===== config.mk =====
export PLATFORM = sky130hd
export DESIGN_NAME = riscv_lsu_flat
export DESIGN_NICKNAME = d
export VERILOG_FILES = /design/src/rtl/riscv_lsu_pkg.sv /design/src/rtl/riscv_lsu_if.sv /design/src/rtl/riscv_lsu_align.sv /design/src/rtl/riscv_lsu.sv /design/src/flat_wrapper.sv
export SDC_FILE = /design/constraint.sdc
export NUM_CORES = 1
export LEC_CHECK = 0
export ABC_AREA = 1
export BUFFER_PORTS_ARGS = -buffer_cell sky130_fd_sc_hd__buf_2
export CAP_MARGIN = 20
export CORE_ASPECT_RATIO = 0.75
export CORE_MARGIN = 2
export CORE_UTILIZATION = 27
export DETAILED_ROUTE_END_ITERATION = 7
export PLACE_DENSITY = 0.55
export SKIP_LAST_GASP = 1
export SYNTH_ARGS = -nofsm -noshare
export SYNTH_HDL_FRONTEND = slang
export SYNTH_SLANG_ARGS = --single-unit

===== constraint.sdc =====
create_clock -name clk -period 7.9 [get_ports clk]
set_clock_uncertainty 0.05 [all_clocks]
set_input_delay 0 -clock clk [delete_from_list [all_inputs] [get_ports clk]]
set_output_delay 0 -clock clk [all_outputs]
set_load 0.05 [all_outputs]

===== src/rtl/riscv_lsu_pkg.sv =====
// riscv_lsu_pkg: funct3 encodings, FSM state constants and size decode helpers
// shared by the load/store unit and its lane-alignment sub-module.
package riscv_lsu_pkg;

  localparam logic [2:0] F3_LB  = 3'b000;
  localparam logic [2:0] F3_LH  = 3'b001;
  localparam logic [2:0] F3_LW  = 3'b010;
  localparam logic [2:0] F3_LD  = 3'b011;
  localparam logic [2:0] F3_LBU = 3'b100;
  localparam logic [2:0] F3_LHU = 3'b101;
  localparam logic [2:0] F3_LWU = 3'b110;

  typedef enum logic [1:0] {SZ_B = 2'd0, SZ_H = 2'd1, SZ_W = 2'd2, SZ_D = 2'd3} lsu_size_e;

  typedef logic [1:0] lsu_state_t;
  localparam lsu_state_t S_IDLE  = 2'd0;
  localparam lsu_state_t S_BEAT0 = 2'd1;
  localparam lsu_state_t S_BEAT1 = 2'd2;
  localparam lsu_state_t S_FIN   = 2'd3;

  // Access size in bytes from funct3[1:0].
  function automatic logic [3:0] size_bytes(input lsu_size_e sz);
    return 4'(1) << sz;
  endfunction

  // Sizes the datapath cannot perform: doubleword on a 32-bit core, the
  // reserved 111 encoding, and "unsigned" stores.
  function automatic logic size_illegal(input logic [2:0] f3, input logic st,
                                        input int unsigned xlen);
    return (f3 == 3'b111) || ((f3[1:0] == 2'b11) && (xlen == 32)) || (st && f3[2]);
  endfunction

endpackage


===== src/rtl/riscv_lsu_if.sv =====
// riscv_lsu_if: req/ack data-memory bus between the LSU (master) and memory (slave).
interface riscv_lsu_if #(
  parameter int XLEN   = 32,
  parameter int ADDR_W = 32
);
  localparam int NB = XLEN / 8;

  logic              mem_req;
  logic              mem_we;
  logic [ADDR_W-1:0] mem_addr;
  logic [XLEN-1:0]   mem_wdata;
  logic [NB-1:0]     mem_be;
  logic              mem_ack;
  logic [XLEN-1:0]   mem_rdata;
  logic              mem_err;

  modport master (output mem_req, mem_we, mem_addr, mem_wdata, mem_be,
                  input  mem_ack, mem_rdata, mem_err);
  modport slave  (input  mem_req, mem_we, mem_addr, mem_wdata, mem_be,
                  output mem_ack, mem_rdata, mem_err);
endinterface


===== src/rtl/riscv_lsu_align.sv =====
// riscv_lsu_align: byte-lane steering. Produces the byte-enable mask and the
// lane-shifted store word for one beat (hi selects the second beat of a split
// access), and the shifted, size-masked, sign/zero-extended load value from a
// two-word read window.
module riscv_lsu_align
  import riscv_lsu_pkg::*;
#(
  parameter  int XLEN = 32,
  localparam int NB   = XLEN / 8,
  localparam int LW   = $clog2(NB)
) (
  input  logic [LW-1:0]     lane,
  input  logic [1:0]        sz,
  input  logic              uns,
  input  logic              hi,
  input  logic [XLEN-1:0]   sdata,
  input  logic [2*XLEN-1:0] rdata,
  output logic [NB-1:0]     be,
  output logic [XLEN-1:0]   wdata,
  output logic [XLEN-1:0]   ldata
);

  logic [2*NB-1:0]   mask2;
  logic [2*XLEN-1:0] wide_w;
  logic [2*XLEN-1:0] wide_r;
  logic [XLEN-1:0]   lowmask;
  logic [6:0]        nbits;
  logic              sgn;

  // Masks/shifts are built over a double-width window; the upper half is what
  // spills into the next word on a split access.
  always_comb begin
    mask2   = ((2*NB)'(1) << size_bytes(lsu_size_e'(sz))) - (2*NB)'(1);
    mask2   = mask2 << lane;
    be      = hi ? mask2[2*NB-1:NB] : mask2[NB-1:0];
    wide_w  = {{XLEN{1'b0}}, sdata} << {lane, 3'b000};
    wdata   = hi ? wide_w[2*XLEN-1:XLEN] : wide_w[XLEN-1:0];
    wide_r  = rdata >> {lane, 3'b000};
    nbits   = 7'(size_bytes(lsu_size_e'(sz))) << 3;
    lowmask = (int'(nbits) >= XLEN) ? '1 : ((XLEN'(1) << nbits) - XLEN'(1));
    sgn     = wide_r[7'(nbits - 7'd1)];
    ldata   = wide_r[XLEN-1:0] & lowmask;
    if (!uns && sgn) ldata = ldata | ~lowmask;
  end

endmodule


===== src/rtl/riscv_lsu.sv =====
// riscv_lsu: load/store unit with a req/ack memory handshake.
// Optional feature macro RISCV_LSU_MISALIGN_EN: when defined, misaligned
// accesses are performed (split into two beats when crossing a word) instead
// of raising fault_misaligned.
module riscv_lsu
  import riscv_lsu_pkg::*;
#(
  parameter int XLEN   = 32,
  parameter int ADDR_W = 32
) (
  input  logic             clk,
  input  logic             rst,
  input  logic             en,
  input  logic             start,
  input  logic             is_store,
  input  logic [2:0]       funct3,
  input  logic [XLEN-1:0]  base,
  input  logic [11:0]      offset,
  input  logic [XLEN-1:0]  store_data,
  output logic             busy,
  output logic             done,
  output logic [XLEN-1:0]  load_data,
  output logic             rd_wen,
  output logic             fault_misaligned,
  output logic             fault_illegal,
  output logic             fault_bus,
  riscv_lsu_if.master      mem
);

  localparam int NB = XLEN / 8;
  localparam int LW = $clog2(NB);

  lsu_state_t        state_q, state_d;
  logic [ADDR_W-1:0] ea_q, ea_d;
  logic [2:0]        f3_q, f3_d;
  logic              st_q, st_d;
  logic [XLEN-1:0]   sdata_q, sdata_d;
  logic              split_q, split_d;
  logic [XLEN-1:0]   rdata0_q, rdata0_d;
  logic [XLEN-1:0]   load_data_q, load_data_d;
  logic              fm_pend_q, fm_pend_d, fi_pend_q, fi_pend_d, fb_pend_q, fb_pend_d;
  logic              done_q, done_d, rd_wen_q, rd_wen_d;
  logic              fm_q, fm_d, fi_q, fi_d, fb_q, fb_d;

  logic [XLEN-1:0]   sum;
  logic [ADDR_W-1:0] ea, addr0;
  logic [LW-1:0]     lane_in;
  logic [3:0]        bytes_in;
  logic              illegal, mis_fault, split_in, in_beat;
  logic [NB-1:0]     enc_be, ext_be_nc;
  logic [XLEN-1:0]   enc_wdata, enc_ldata_nc, ext_wdata_nc, ext_data;
  logic [2*XLEN-1:0] rwin;

  // Request decode on the live core inputs; only used in IDLE.
  always_comb begin
    sum      = base + XLEN'($signed(offset));
    ea       = ADDR_W'(sum);
    lane_in  = ea[LW-1:0];
    bytes_in = size_bytes(lsu_size_e'(funct3[1:0]));
    illegal  = size_illegal(funct3, is_store, XLEN);
`ifdef RISCV_LSU_MISALIGN_EN
    mis_fault = 1'b0;
    split_in  = (int'(lane_in) + int'(bytes_in)) > NB;
`else
    mis_fault = (ea[3:0] & (bytes_in - 4'd1)) != 4'd0;
    split_in  = 1'b0;
`endif
  end

  assign in_beat = (state_q == S_BEAT0) || (state_q == S_BEAT1);
  assign addr0   = {ea_q[ADDR_W-1:LW], {LW{1'b0}}};
  assign rwin    = split_q ? {mem.mem_rdata, rdata0_q} : {{XLEN{1'b0}}, mem.mem_rdata};

  riscv_lsu_align #(.XLEN(XLEN)) u_enc (
    .lane  (ea_q[LW-1:0]),
    .sz    (f3_q[1:0]),
    .uns   (f3_q[2]),
    .hi    (state_q == S_BEAT1),
    .sdata (sdata_q),
    .rdata ({(2*XLEN){1'b0}}),
    .be    (enc_be),
    .wdata (enc_wdata),
    .ldata (enc_ldata_nc)
  );

  riscv_lsu_align #(.XLEN(XLEN)) u_ext (
    .lane  (ea_q[LW-1:0]),
    .sz    (f3_q[1:0]),
    .uns   (f3_q[2]),
    .hi    (1'b0),
    .sdata ({XLEN{1'b0}}),
    .rdata (rwin),
    .be    (ext_be_nc),
    .wdata (ext_wdata_nc),
    .ldata (ext_data)
  );

  // Bus outputs come straight from registered state, so they are stable for
  // the whole beat and drop the moment reset clears the FSM.
  assign mem.mem_req   = in_beat;
  assign mem.mem_we    = in_beat && st_q;
  assign mem.mem_addr  = !in_beat ? '0 : (state_q == S_BEAT1) ? addr0 + ADDR_W'(NB) : addr0;
  assign mem.mem_be    = in_beat ? enc_be : '0;
  assign mem.mem_wdata = in_beat ? enc_wdata : '0;

  assign busy             = state_q != S_IDLE;
  assign done             = done_q;
  assign rd_wen           = rd_wen_q;
  assign load_data        = load_data_q;
  assign fault_misaligned = fm_q;
  assign fault_illegal    = fi_q;
  assign fault_bus        = fb_q;

  // FSM next state, request capture, beat sequencing and completion pulses.
  always_comb begin
    state_d     = state_q;
    ea_d        = ea_q;
    f3_d        = f3_q;
    st_d        = st_q;
    sdata_d     = sdata_q;
    split_d     = split_q;
    rdata0_d    = rdata0_q;
    load_data_d = load_data_q;
    fm_pend_d   = fm_pend_q;
    fi_pend_d   = fi_pend_q;
    fb_pend_d   = fb_pend_q;
    case (state_q)
      S_IDLE: if (start && en) begin
        ea_d      = ea;
        f3_d      = funct3;
        st_d      = is_store;
        sdata_d   = store_data;
        split_d   = split_in;
        fi_pend_d = illegal;
        fm_pend_d = !illegal && mis_fault;
        fb_pend_d = 1'b0;
        state_d   = (illegal || mis_fault) ? S_FIN : S_BEAT0;
      end
      S_BEAT0: if (mem.mem_ack) begin
        if (mem.mem_err) begin
          fb_pend_d = 1'b1;
          state_d   = S_FIN;
        end else if (split_q) begin
          rdata0_d = mem.mem_rdata;
          state_d  = S_BEAT1;
        end else begin
          if (!st_q) load_data_d = ext_data;
          state_d = S_FIN;
        end
      end
      S_BEAT1: if (mem.mem_ack) begin
        if (mem.mem_err) fb_pend_d = 1'b1;
        else if (!st_q) load_data_d = ext_data;
        state_d = S_FIN;
      end
      default: state_d = S_IDLE;
    endcase
    done_d   = state_q == S_FIN;
    rd_wen_d = (state_q == S_FIN) && !st_q && !(fi_pend_q || fm_pend_q || fb_pend_q);
    fm_d     = (state_q == S_FIN) && fm_pend_q;
    fi_d     = (state_q == S_FIN) && fi_pend_q;
    fb_d     = (state_q == S_FIN) && fb_pend_q;
  end

  // State and output registers, cleared asynchronously.
  always_ff @(posedge clk or posedge rst) begin
    if (rst) begin
      state_q     <= S_IDLE;
      ea_q        <= '0;
      f3_q        <= '0;
      st_q        <= 1'b0;
      sdata_q     <= '0;
      split_q     <= 1'b0;
      rdata0_q    <= '0;
      load_data_q <= '0;
      fm_pend_q   <= 1'b0;
      fi_pend_q   <= 1'b0;
      fb_pend_q   <= 1'b0;
      done_q      <= 1'b0;
      rd_wen_q    <= 1'b0;
      fm_q        <= 1'b0;
      fi_q        <= 1'b0;
      fb_q        <= 1'b0;
    end else begin
      state_q     <= state_d;
      ea_q        <= ea_d;
      f3_q        <= f3_d;
      st_q        <= st_d;
      sdata_q     <= sdata_d;
      split_q     <= split_d;
      rdata0_q    <= rdata0_d;
      load_data_q <= load_data_d;
      fm_pend_q   <= fm_pend_d;
      fi_pend_q   <= fi_pend_d;
      fb_pend_q   <= fb_pend_d;
      done_q      <= done_d;
      rd_wen_q    <= rd_wen_d;
      fm_q        <= fm_d;
      fi_q        <= fi_d;
      fb_q        <= fb_d;
    end
  end

endmodule

===== src/flat_wrapper.sv =====
// flat-port wrapper written by rule: the top's interface ports become plain ports
module riscv_lsu_flat import riscv_lsu_pkg::*;
#(
  parameter int XLEN   = 32,
  parameter int ADDR_W = 32
)
  (clk, rst, en, start, is_store, funct3, base, offset, store_data, busy, done, load_data, rd_wen, fault_misaligned, fault_illegal, fault_bus, mem_mem_req, mem_mem_we, mem_mem_addr, mem_mem_wdata, mem_mem_be, mem_mem_ack, mem_mem_rdata, mem_mem_err);
  riscv_lsu_if #(.XLEN(XLEN), .ADDR_W(ADDR_W)) mem_i ();
  input  logic clk;
  input  logic rst;
  input  logic en;
  input  logic start;
  input  logic is_store;
  input  logic [2:0] funct3;
  input  logic [XLEN-1:0] base;
  input  logic [11:0] offset;
  input  logic [XLEN-1:0] store_data;
  output logic busy;
  output logic done;
  output logic [XLEN-1:0] load_data;
  output logic rd_wen;
  output logic fault_misaligned;
  output logic fault_illegal;
  output logic fault_bus;
  output wire logic [$bits(mem_i.mem_req)-1:0] mem_mem_req;
  output wire logic [$bits(mem_i.mem_we)-1:0] mem_mem_we;
  output wire logic [$bits(mem_i.mem_addr)-1:0] mem_mem_addr;
  output wire logic [$bits(mem_i.mem_wdata)-1:0] mem_mem_wdata;
  output wire logic [$bits(mem_i.mem_be)-1:0] mem_mem_be;
  input wire logic [$bits(mem_i.mem_ack)-1:0] mem_mem_ack;
  input wire logic [$bits(mem_i.mem_rdata)-1:0] mem_mem_rdata;
  input wire logic [$bits(mem_i.mem_err)-1:0] mem_mem_err;
  assign mem_mem_req = mem_i.mem_req;
  assign mem_mem_we = mem_i.mem_we;
  assign mem_mem_addr = mem_i.mem_addr;
  assign mem_mem_wdata = mem_i.mem_wdata;
  assign mem_mem_be = mem_i.mem_be;
  assign mem_i.mem_ack = mem_mem_ack;
  assign mem_i.mem_rdata = mem_mem_rdata;
  assign mem_i.mem_err = mem_mem_err;
  riscv_lsu #(.XLEN(XLEN), .ADDR_W(ADDR_W)) u_core (.clk(clk), .rst(rst), .en(en), .start(start), .is_store(is_store), .funct3(funct3), .base(base), .offset(offset), .store_data(store_data), .busy(busy), .done(done), .load_data(load_data), .rd_wen(rd_wen), .fault_misaligned(fault_misaligned), .fault_illegal(fault_illegal), .fault_bus(fault_bus), .mem(mem_i));
endmodule

* Yosys cells after proc, flatten, opt, wreduce, memory -nomap -nowiden *
Index checks and enable logic that the tools add are counted.

storage, ports and cells
  register bits after elaboration = 110
  bits of input ports = 118
  word-level logic and storage cells = 98
  output and inout bits = 108

cells by class
  order comparisons = 2
  reduce and logical (&&, ||, !) cells = 30
  bitwise logic cells = 4
  mux-type cells = 22
  add/sub/neg operators = 6
  eq/ne operators = 13
  shift operators = 7

operators with widths
  operator               number
  $mux 32                10
  $shl 32x5->64          1
  $shr 32x5->64          1
  $add 32x3->32 const B  1
  $add 32x32->32         1
  $and 32x32->32         1
  $not 32->32            1
  $or 32x32->32          1
  $shl 1x7->32 const A   1
  $sub 32x1->32 const B  1
  $logic_and 1x1->1      10
  $mux 4                 2
  $ne 2x2->1 const B     4
  $shl 1x2->4 const A    2
  $shl 1x4->8 const A    1
  $shl 8x2->8            1
  $sub 8x2->8 const B    1
  $ge 7x6->1 const B     1
  $lt 7x7->1 const B     1
  $sub 7x1->7 const B    1
  $bmux 1 s6             1
  $eq 2x2->1 const B     3
  $logic_or 1x1->1       6
  $mux 2                 3
  18 further kinds       28

* Depth between registers and ports, before layout *
  word-level depth = 11
  mapped depth = 14
  gate-level depth less buffers = 14

* Hierarchy *
From an unflattened synthesis, not the netlist that was laid out.

unflattened totals
  cells, all modules = 1969
  area total of the unflattened synthesis = 11908.9 um^2

modules (own cells, without submodules)
  module           times used  area each (um^2)  cells an instance  sequential area each (um^2)
  riscv_lsu        1           7772.5            1173               2752.6
  riscv_lsu_align  2           2068.2            398                0.0

* Worst setup path after synthesis *
Ideal clock, no wire load.

  kind = reg-to-output
  start point = register u_core.state_q[0]
  end point = output port mem_mem_addr[17]
  data arrival time = 2.908 ns
  required time = 7.850 ns
  setup slack = 4.942 ns
  stages on the path, launching flop included = 7
  buffers on the path = 2
  path through = dfrtp_1 > inv_1 > ha_1 > buf_2 > clkinv_1 > clkbuf_1 > a211oi_1

on the way
  word-level cells in the longest chain between the ends = 3
  elaborated cells between the ends (all ways) = 5
  those cells by class = eq/ne (2); mux (2); reduce/logical (1)

ends and longest elaborated chain
  what                                             line                source
  from (decl)                                      riscv_lsu.sv:33     lsu_state_t state_q, state_d;
  from (signal assigned)                           riscv_lsu.sv:185    state_q <= state_d;
  $eq 2x1->1 / $eq 2x2->1 (equally long branches)  riscv_lsu.sv:70     assign in_beat = (state_q == S_BEAT0) || (state_q == S_BEAT1);
  $logic_or 1x1->1 (*)                             riscv_lsu.sv:70
  net mem_mem_req                                  flat_wrapper.sv:25  output wire logic [$bits(mem_i.mem_req)-1:0] mem_mem_req;
  $mux 32 (*)                                      riscv_lsu.sv:102    assign mem.mem_addr = !in_beat ? '0 : (state_q == S_BEAT1) ? addr0 + ADDR_W'(NB) : addr0;
  to (decl)                                        flat_wrapper.sv:27  output wire logic [$bits(mem_i.mem_addr)-1:0] mem_mem_addr;

The timed path passes the listed nets; every way through them passes the cells marked *.

* Final worst setup path *
  start point = register u_core.ea_q[1]
  end point = output port mem_mem_be[2]

on the way
  word-level cells in the longest chain between the ends = 3

ends and longest elaborated chain
  what                    line                   source
  from (decl)             riscv_lsu.sv:34        logic [ADDR_W-1:0] ea_q, ea_d;
  from (signal assigned)  riscv_lsu.sv:169       ea_q <= '0;
  from (signal assigned)  riscv_lsu.sv:186       ea_q <= ea_d;
  $shl 8x2->8             riscv_lsu_align.sv:34  mask2 = mask2 << lane;
  $mux 4                  riscv_lsu_align.sv:35  be = hi ? mask2[2*NB-1:NB] : mask2[NB-1:0];
  $mux 4                  riscv_lsu.sv:103       assign mem.mem_be = in_beat ? enc_be : '0;
  to (decl)               flat_wrapper.sv:29     output wire logic [$bits(mem_i.mem_be)-1:0] mem_mem_be;

No other way between the ends.

==> flow_summary.json <==
{
  "grt_max_degree": 108,
  "pre_cts_ws_ps": 4360,
  "met3_usage": 0.0330,
  "clock.fmax_mhz": 325,
  "drive_gt1_frac": 0.167,
  "multiInputGateArea_um2": 5560,
  "required_ps": 7850,
  "fin_ws_ps": 4820,
  "holdWs_ps": 0.442,
  "powerDensity_nw_per_um2": 458,
  "end_kind": "primary output",
  "synthCells": 1521,
  "coreArea_um2": 34500,
  "ant_nets": 0,
  "hold_class": "in -> reg",
  "clk_latency_ps": 370,
  "grt_pass1_vias": 9490,
  "hold_violations": 0,
  "vias_per_cell": 4.70,
  "ys_seq_elements": 110,
  "avgSynthCellArea_um2": 6.19,
  "fp.dieH_um": 166,
  "diodes": 0,
  "synth_top_area_share": 0.292,
  "cp_cell_sequence": "buf_4, inv_2, buf_4, nor2_1, nand2_1, nand2_1, a221oi_1, buf_2",
  "p_total_mw": 5.36,
  "numCtsBuffers": 9,
  "vias": 10400,
  "worstMarginPinSlew_ps": 1000,
  "globalRouteOverflowTotal": 0,
  "maxSlewViolCount": 0,
  "grt_pass1_wl_um": 53600,
  "busiest_layer": "met1",
  "met1_usage": 0.293,
  "worst_ir_drop_vdd_mv": 0.258,
  "rows": 59,
  "yosys.area.top_type": "dfrtp_1",
  "grt_use_total": 0.188,
  "die_x_um": 220,
  "status": "finished, final reports clean",
  "relSlewSlack": 0.332,
  "cts_tree": "built",
  "antenna_found_initial": 0,
  "fillers": 3886,
  "synth_edf_count": 0,
  "slowest_stage": "buf_4",
  "wl_per_cell_um": 15.6,
  "crit_fanout": 61,
  "die-area_um2": 36400,
  "htreeDepth": 3,
  "root_buffer": "clkbuf_16",
  "slowest_delay_ps": 530,
  "cts.sinks": 110,
  "cts_buffer_depth": 2,
  "firstDrtPassIters": 7,
  "p_leak_nw": 6.26,
  "synthFlopType": "dfrtp_1",
  "clk_pin_slew_ps": 80,
  "use_met2": 0.269,
  "syn_area_um2": 9420,
  "crit_type": "reg -> out",
  "finalSetupViolCount": 0,
  "drc_errors": 0,
  "hpwl_um": 26600,
  "finalNetCount": 1909,
  "yosys_warnings": 0,
  "synth.distinct_cells": 51,
  "io_pins": 226,
  "maxCapViolations": 0,
  "crit_path_start_kind": "flop",
  "synth_seq_area_share": 0.292,
  "async_reset_ff_frac": 1.00,
  "rsz0062_at_grt": "false",
  "min_period_over_period": 0.390,
  "ys_top_cells_by_area": "dfrtp_1 29%, nand2_1 20%, inv_1 8.5%",
  "place.gp.congestion": 0.911,
  "cts_setup_buffers": 0,
  "wirelength_um": 34500,
  "arrival_ps": 3030,
  "syn2layout_area_growth_pct": 24.4,
  "initial_utilization": 0.273,
  "tns_ps": 0,
  "io_buffers": 223,
  "drt_iter0_drc": 817,
  "seq_area_um2": 2760,
  "post-route-min-period_ps": 3080
}
## cells in the final DEF, fill, tap and decap left out, types with 3 or more instances in the layout
| cell type | count |
|---|---|
| a211oi_1 | 12 |
| inv_1 | 213 |
| buf_2 | 223 |
| nand4_1 | 11 |
| nor2_2 | 7 |
| nand2_1 | 505 |
| or2_0 | 10 |
| inv_2 | 5 |
| clkbuf_16 | 9 |
| dfrtp_1 | 109 |
| ha_1 | 37 |
| a21oi_1 | 68 |
| a21boi_0 | 14 |
| nand3_1 | 94 |
| dlygate4sd3_1 | 48 |
| nand3b_1 | 3 |
| buf_4 | 7 |
| or2_2 | 16 |
| nor2_1 | 124 |
| o22ai_1 | 4 |
| nor3_1 | 20 |
| xor2_1 | 6 |
| xnor2_1 | 14 |
| o21ai_0 | 129 |
| nor2_4 | 3 |
| clkinvlp_4 | 3 |
| nor3_2 | 3 |
| a21boi_1 | 8 |
| a221oi_1 | 5 |
| o21bai_1 | 4 |
| a31oi_1 | 7 |
## flip-flops by register name, indices dropped and copies added (netlist names)
signal,cells
u_core.state_q,2
u_core.st_q,1
u_core.load_data,32
u_core.done,1
u_core.fi_pend_q,1
u_core.fm_pend_q,1
u_core.ea_q,32
u_core.sdata_q,32
u_core.f3_q,3
u_core.fault_illegal,1
u_core.fb_pend_q,1
u_core.fault_misaligned,1
u_core.rd_wen,1
u_core.fault_bus,1
## power breakdown
group          switching (mW)  internal (mW)  leakage [nW]
clock                   0.239          0.248         0.136
sequential              0.299          0.846          1.34
combinational            2.77          0.962          4.78
## critical path: cells and delay by family (launching register included)
family,cells,cell delay [ps]
compound gates,1,320
flops,1,360
buf+inv,4,1420
simple gates,3,480
## path summary, 6_finish.rpt
kind	cells past startpoint	slack [ps]	endpoint	from
max in group asynchronous	4	6170	u_core.ea_q[0]	rst
hold / removal	3	0.4	u_core.f3_q[2]	funct3[2]
hold reg to reg	1	410	u_core.rd_wen	u_core.fb_pend_q
setup / recovery	8	4820	mem_mem_be[2]	u_core.ea_q[1]
setup reg to reg	9	5080	u_core.load_data[29]	u_core.ea_q[1]
min in group asynchronous	3	180	u_core.done	rst
## per-layer routing
metal  vias to the layer above  share of wire
li1                       5277              -
met1                      4809           0.52
met2                       298           0.40
met3                        22          0.057
met4                         0          0.013
met5                         -              0
## kinds of logic (layout without fill, tap and decap cells)
group | count (synthesis) | after routing | synth area share
buffers and inverters | 282 | 517 | 0.119
adders and majority gates | 38 | 38 | 0.0513
xor gates and xnor gates | 20 | 20 | 0.0186
and+or+nand+nor | 805 | 805 | 0.358
other | 1 | 2 | 0.000398
AOI/OAI and AO/OA | 265 | 265 | 0.161
DFF | 110 | 110 | 0.292
## cell type report
class	instances	share of cell area
clock inverter	6	0.00619
sequential	110	0.235
tap	457	0.0488
inverter	222	0.0716
timing repair buffer	280	0.145
multi-input combinational	1130	0.474
clock buffer	9	0.0192
## cell usage after synthesis (6+ instances only)
cell type,n
nand2_1,505
inv_1,214
o21ai_0,129
nor2_1,124
dfrtp_1,110
nand3_1,94
a21oi_1,68
ha_1,37
clkbuf_1,28
buf_2,22
nor3_1,20
or2_2,16
a21boi_0,14
xnor2_1,14
a211oi_1,12
nand4_1,11
or2_0,10
a21boi_1,8
a31oi_1,7
nor2_2,7
xor2_1,6
## stage by stage
step	utilization	cells	area, µm²
6_report	0.339	2214	11700
5_1_grt	0.339	2214	11700
4_1_cts	0.338	2212	11700
3_5_place_dp	0.315	2149	10900
3_3_place_gp	0.315	2149	10900
2_1_floorplan	-	1522	9420
## timing repair
| action | CTS | global route |
|---|---|---|
| hold endpoints to repair | 84 | 0 |
| resized for setup | 0 | 0 |
| hold buffers | 48 | 0 |
| setup endpoints to repair | 0 | 0 |
No activity file was read; power rests on OpenSTA's default activity.
